## src/rtl/bcd_score_acc.sv

```systemverilog
// Digit-serial packed-BCD score accumulator with saturation, best-score
// tracking and a ready/done handshake toward the display driver.
module bcd_score_acc #(
  parameter int          DIGITS  = 4,
  parameter logic [15:0] REWARD  = {4'd4, 4'd3, 4'd2, 4'd1},
  parameter logic [15:0] PENALTY = {4'd8, 4'd5, 4'd3, 4'd1}
) (
  input  logic                clk,
  input  logic                rst,
  input  logic                clear,
  input  logic                hit,
  input  logic                miss,
  input  logic [1:0]          level,
  output logic                ready,
  output logic [4*DIGITS-1:0] score,
  output logic [4*DIGITS-1:0] best,
  output logic                done,
  output logic                sat
);

  localparam int W     = 4 * DIGITS;
  localparam int IDX_W = (DIGITS > 1) ? $clog2(DIGITS) : 1;

  typedef enum logic [1:0] {IDLE, RUN, COMMIT} state_t;

  state_t             state, state_next;
  logic [W-1:0]       work;
  logic [IDX_W-1:0]   idx;
  logic               carry;
  logic               op_sub;
  logic [3:0]         opnd;

  logic               accept;
  logic               last_digit;
  logic [3:0]         digit_in;
  logic [3:0]         opnd_eff;
  logic [3:0]         digit_out;
  logic               carry_out;
  logic [W-1:0]       result;

  // One BCD digit add: returns {carry_out, digit}.
  function automatic logic [4:0] bcd_add_digit(input logic [3:0] d,
                                               input logic [3:0] a,
                                               input logic       cin);
    logic [4:0] s;
    s = {1'b0, d} + {1'b0, a} + {4'b0000, cin};
    if (s > 5'd9) begin
      s = s - 5'd10;
      return {1'b1, s[3:0]};
    end
    return {1'b0, s[3:0]};
  endfunction

  // One BCD digit subtract: returns {borrow_out, digit}.
  function automatic logic [4:0] bcd_sub_digit(input logic [3:0] d,
                                               input logic [3:0] a,
                                               input logic       bin);
    logic signed [4:0] t;
    t = signed'({1'b0, d}) - signed'({1'b0, a}) - signed'({4'b0000, bin});
    if (t < 5'sd0) begin
      t = t + 5'sd10;
      return {1'b1, t[3:0]};
    end
    return {1'b0, t[3:0]};
  endfunction

  // Clamp on overflow out of the most significant digit.
  function automatic logic [W-1:0] saturate(input logic [W-1:0] w,
                                            input logic         ovf,
                                            input logic         is_sub);
    if (!ovf)   return w;
    if (is_sub) return '0;
    return {DIGITS{4'h9}};
  endfunction

  // Accept decode and the single-digit arithmetic slice used during RUN.
  always_comb begin
    accept     = (state == IDLE) && (hit ^ miss) && !clear;
    last_digit = (idx == IDX_W'(DIGITS - 1));
    digit_in   = work[{idx, 2'b00} +: 4];
    opnd_eff   = (idx == '0) ? opnd : 4'd0;
    if (op_sub) {carry_out, digit_out} = bcd_sub_digit(digit_in, opnd_eff, carry);
    else        {carry_out, digit_out} = bcd_add_digit(digit_in, opnd_eff, carry);
    result     = saturate(work, carry, op_sub);
  end

  // FSM state register.
  always_ff @(posedge clk) begin
    if (rst) state <= IDLE;
    else     state <= state_next;
  end

  // FSM next-state logic; clear forces IDLE from anywhere.
  always_comb begin
    state_next = state;
    case (state)
      IDLE:    if (accept) state_next = RUN;
      RUN:     if (last_digit) state_next = COMMIT;
      COMMIT:  state_next = IDLE;
      default: state_next = IDLE;
    endcase
    if (clear) state_next = IDLE;
  end

  // Datapath: operand latch, digit-serial working register, commit and handshake.
  always_ff @(posedge clk) begin
    if (rst) begin
      score  <= '0;
      best   <= '0;
      ready  <= 1'b1;
      done   <= 1'b0;
      sat    <= 1'b0;
      work   <= '0;
      idx    <= '0;
      carry  <= 1'b0;
      op_sub <= 1'b0;
      opnd   <= 4'd0;
    end else if (clear) begin
      score <= '0;
      ready <= 1'b1;
      done  <= 1'b0;
      sat   <= 1'b0;
      idx   <= '0;
      carry <= 1'b0;
    end else begin
      done <= 1'b0;
      sat  <= 1'b0;
      case (state)
        IDLE: begin
          if (accept) begin
            op_sub <= miss;
            opnd   <= miss ? PENALTY[{level, 2'b00} +: 4] : REWARD[{level, 2'b00} +: 4];
            work   <= score;
            idx    <= '0;
            carry  <= 1'b0;
            ready  <= 1'b0;
          end
        end
        RUN: begin
          work[{idx, 2'b00} +: 4] <= digit_out;
          carry                   <= carry_out;
          idx                     <= idx + IDX_W'(1);
        end
        COMMIT: begin
          score <= result;
          if (result > best) best <= result;
          done  <= 1'b1;
          sat   <= carry;
          ready <= 1'b1;
        end
        default: ;
      endcase
    end
  end

endmodule

```

## config.mk

```make
export PLATFORM = sky130hd
export DESIGN_NAME = bcd_score_acc
export DESIGN_NICKNAME = d
export VERILOG_FILES = /design/src/rtl/bcd_score_acc.sv
export SDC_FILE = /design/constraint.sdc
export NUM_CORES = 1
export LEC_CHECK = 0
export ABC_CLOCK_PERIOD_IN_PS = 5200
export CORE_MARGIN = 8
export CORE_UTILIZATION = 60
export DETAILED_ROUTE_END_ITERATION = 8
export GPL_ROUTABILITY_DRIVEN = 1
export PLACE_DENSITY = 0.91
export REMOVE_ABC_BUFFERS = 1
export SLEW_MARGIN = 20
export SYNTH_ARGS = -nofsm -noshare
export SYNTH_HDL_FRONTEND = slang
export SYNTH_SLANG_ARGS = --single-unit
```

## constraint.sdc

```tcl
create_clock -name clk -period 5.2 [get_ports clk]
set_input_delay 1.04 -clock clk [delete_from_list [all_inputs] [get_ports clk]]
set_output_delay 1.04 -clock clk [all_outputs]
set_load 0.03 [all_outputs]
```

==> metrics.md <==
| Metric | Value |
|---|---|
| Clock tree buffer depth | 2 |
| Hold Path Sink | opnd[2] |
| Yosys reg bits | 61 |
| Cell variety after synth | 54 |
| Commonest non-fill, non-tap cell in the layout | nand2_1 |
| Worst path slowest cell | dfxtp_1 |
| Final hold slack | 460 ps |
| DRT Wirelength | 10100 um |
| Clock Skew | 13.8 ps |
| CP required | 5470 ps |
| Initial Util | 60.5% |
| Power Density | 259 nW/um^2 |
| Worst slew margin | 38.5% |
| Vias per inst | 6.18 |
| Initial antenna violation count | 0 |
| H-tree Lvls | 3 |
| Peak VDD IR | 0.000264 V |
| Max Clk Rate | 247 MHz |
| Worst path buffer plus inverter count | 2 |
| Row count | 29 |
| Clk Latency, worst-skew pair | 350 ps |
| CTS sink count | 61 |
| Mapped Cells | 451 |
| Layout cells sized above 1 | 6.60% |
| Detailed Place HPWL | 7270 um |
| Sequential share of the synthesized area | 32.5% |
| IO Pins | 42 |
| Vias after detailed routing | 3474 |
| Start point of the critical path | idx[0] |
| Die W | 95.1 um |
| CTS tree | yes |
| Reg-to-reg critical path startpoint | idx[0] |
| Period utilization | 78.0% |
| Drt first pass iters | 5 |
| GRT overflow | 0 |
| Worst hold path class | reg -> reg |
| Leak | 0.00164 uW |
| Syn avg cell area | 8.33 sq um |
| Synthesized area | 3760 sq um |
| Fillers | 475 |
| Hold Crit Start | opnd[2] |
| Crit Path Class | reg -> reg |
| RSZ-0062 raised after global routing | no |
| First-pass GRT wire length | 16300 um |
| Die area | 9050 sq um |
| Root Driver | clkbuf_8 |
| CP delay by family, top | adder cells |
| TritonCTS buffer count | 9 |
| Final hold violation count | 0 |
| Worst hold path depth | 2 |
| Main synth FF type | dfxtp_1 |
| Critical path launch point type | register |
| Sum Neg Setup Slack | 0 ps |
| Cell chain of the critical path | inv_1 -> ha_1 -> nand2_1 -> inv_1 -> fa_1 -> fa_1 -> xor2_1 -> ha_1 -> nor2b_1 -> a31oi_1 -> nor2_1 -> o32ai_2 -> o211ai_1 -> a311oi_1 |
| Max-slew violation count | 0 |
| Pwr Total | 1130 uW |
| Ant diodes | 0 |
| # DRC | 0 |
| DP Worst Slack | 1270 ps |
| Final instance area | 4370 sq um |
| Tightest Pin Transition | 923 ps |
| Status | finished, final reports clean |
| FF-to-FF End | work[10] |
| R2R depth | 14 |
| FFs w/ async S/R, synth | 0% |
| Placed cell area | 4170 sq um |
| Net count, final | 525 |
| Area grow syn2layout | 16.3% |
| Vias in the first global route | 3276 |
| Port-buffer cells | 41 |
| Final worst slack | 1150 ps |
| DRT iter0 DRCs | 374 |
| Worst-path clk slew | 70 ps |
| Resize count post-CTS | 0 |
| Post-layout minimum cycle time | 4050 ps |
| Synth warn | 0 |
| Crit path DAT | 4320 ps |
| Commonest non-fill, non-tap cells in the layout | nand2_1, dfxtp_1, clkdlybuf4s50_1 |
| Largest net degree at the start of global routing | 25 |
| Number of synthesized flops with an enable pin | 0 |
| Post-CTS setup buffer count | 0 |
| Final setup vio count | 0 |
| Max incr delay on CP | 570 ps |
| Worst setup EP type | register |
| Hold Buf Count CTS | 0 |
| MaxCap Viol Count | 0 |
| Overall routing resource usage | 23.1% |
| Antenna-violating nets left | 0 |
| Placer Congestion | 1.03 |
| Core Region | 6200 sq um |
| R2R setup slack | 1150 ps |
| Crit path max fanout | 8 |
| Die H | 95.1 um |
| Wire length per cell | 17.9 um |
routing by layer:
| layer | global-route usage, % | up-vias | share of wire [%] |
|---|---|---|---|
| li1 | - | 1650 | - |
| met1 | 27.5 | 1644 | 41 |
| met2 | 38.8 | 154 | 48 |
| met3 | 5.98 | 26 | 8.8 |
| met4 | 9.49 | 0 | 2.2 |
| met5 | 0 | - | 0 |
worst min-delay path: cells and delay by family (launching register included):
kind	cells	cell delay (ps)
compound gates	1	50
flops	1	310
simple gates	1	50
Yosys cell counts (5+ instances only):
library cell  instances  area, sq um
ha_1                 33          413
o21ai_0               9         45.0
nor2b_1              19          119
nand3_1              10         50.1
a211oi_1              9         67.6
a21oi_1              29          145
inv_1                32          120
clkbuf_1             18         67.6
and2_1                5         31.3
nand2_1              62          233
a22oi_1               5         37.5
nand2b_1             11         68.8
nand4_1               7         43.8
a31oi_1               7         43.8
nor2_1               35          131
dfxtp_1              61         1220
a22o_1               15          131
nor3_1                7         35.0
o21a_1                7         52.6
area by class of cell:
cell class | count | area, sq um | share of cell area (%)
clock inverters | 4 | 47.5 | 1.09
flip-flops and latches | 61 | 1220 | 28.0
multi-input cells | 334 | 2310 | 52.8
repair buffers | 43 | 425 | 9.74
well taps | 77 | 96.3 | 2.21
clock buffers | 11 | 151 | 3.47
inverters | 32 | 120 | 2.75
worst max-delay path by stage:
stage | endpoint | slack, ps | cells past startpoint
finish | work[10] | 1150 | 14
detailed placement | work[2] | 1270 | 14
floorplan | work[10] | 1690 | 11
global placement | work[10] | 1450 | 14
CTS | work[10] | 1240 | 14
global route | work[10] | 920 | 14
stage by stage:
step | instances | util [%]
global placement | 547 | 67.2
CTS | 562 | 70.4
global route | 562 | 70.4
floorplan | 427 | -
finish | 562 | 70.4
detailed placement | 547 | 67.2
power by group:
part / internal [uW] / switching (uW) / leakage (uW)
registers: 478 / 11.6 / 0.000494
clock network: 243 / 191 / 0.000101
logic: 78.2 / 131 / 0.00104
total: 799 / 334 / 0.00164
registers in the layout (all words and copies together), names as in the netlist:
register  cells
idx           2
carry         1
state         2
opnd          4
ready         1
done          1
sat           1
best         16
score        16
work         16
op_sub        1
kinds of logic after synthesis:
group                    count (synthesis)  synth area share, %
AND/OR/NAND/NOR                        172                 22.5
AO/OA/AOI/OAI                          112                 21.2
flip-flops                              61                 32.5
buffers and inverters                   56                 6.16
adder cells (fa/ha/maj)                 37                 13.1
XOR/XNOR                                 7                 1.63
multiplexers                             6                 2.93
No activity file was read; power rests on OpenSTA's default activity.
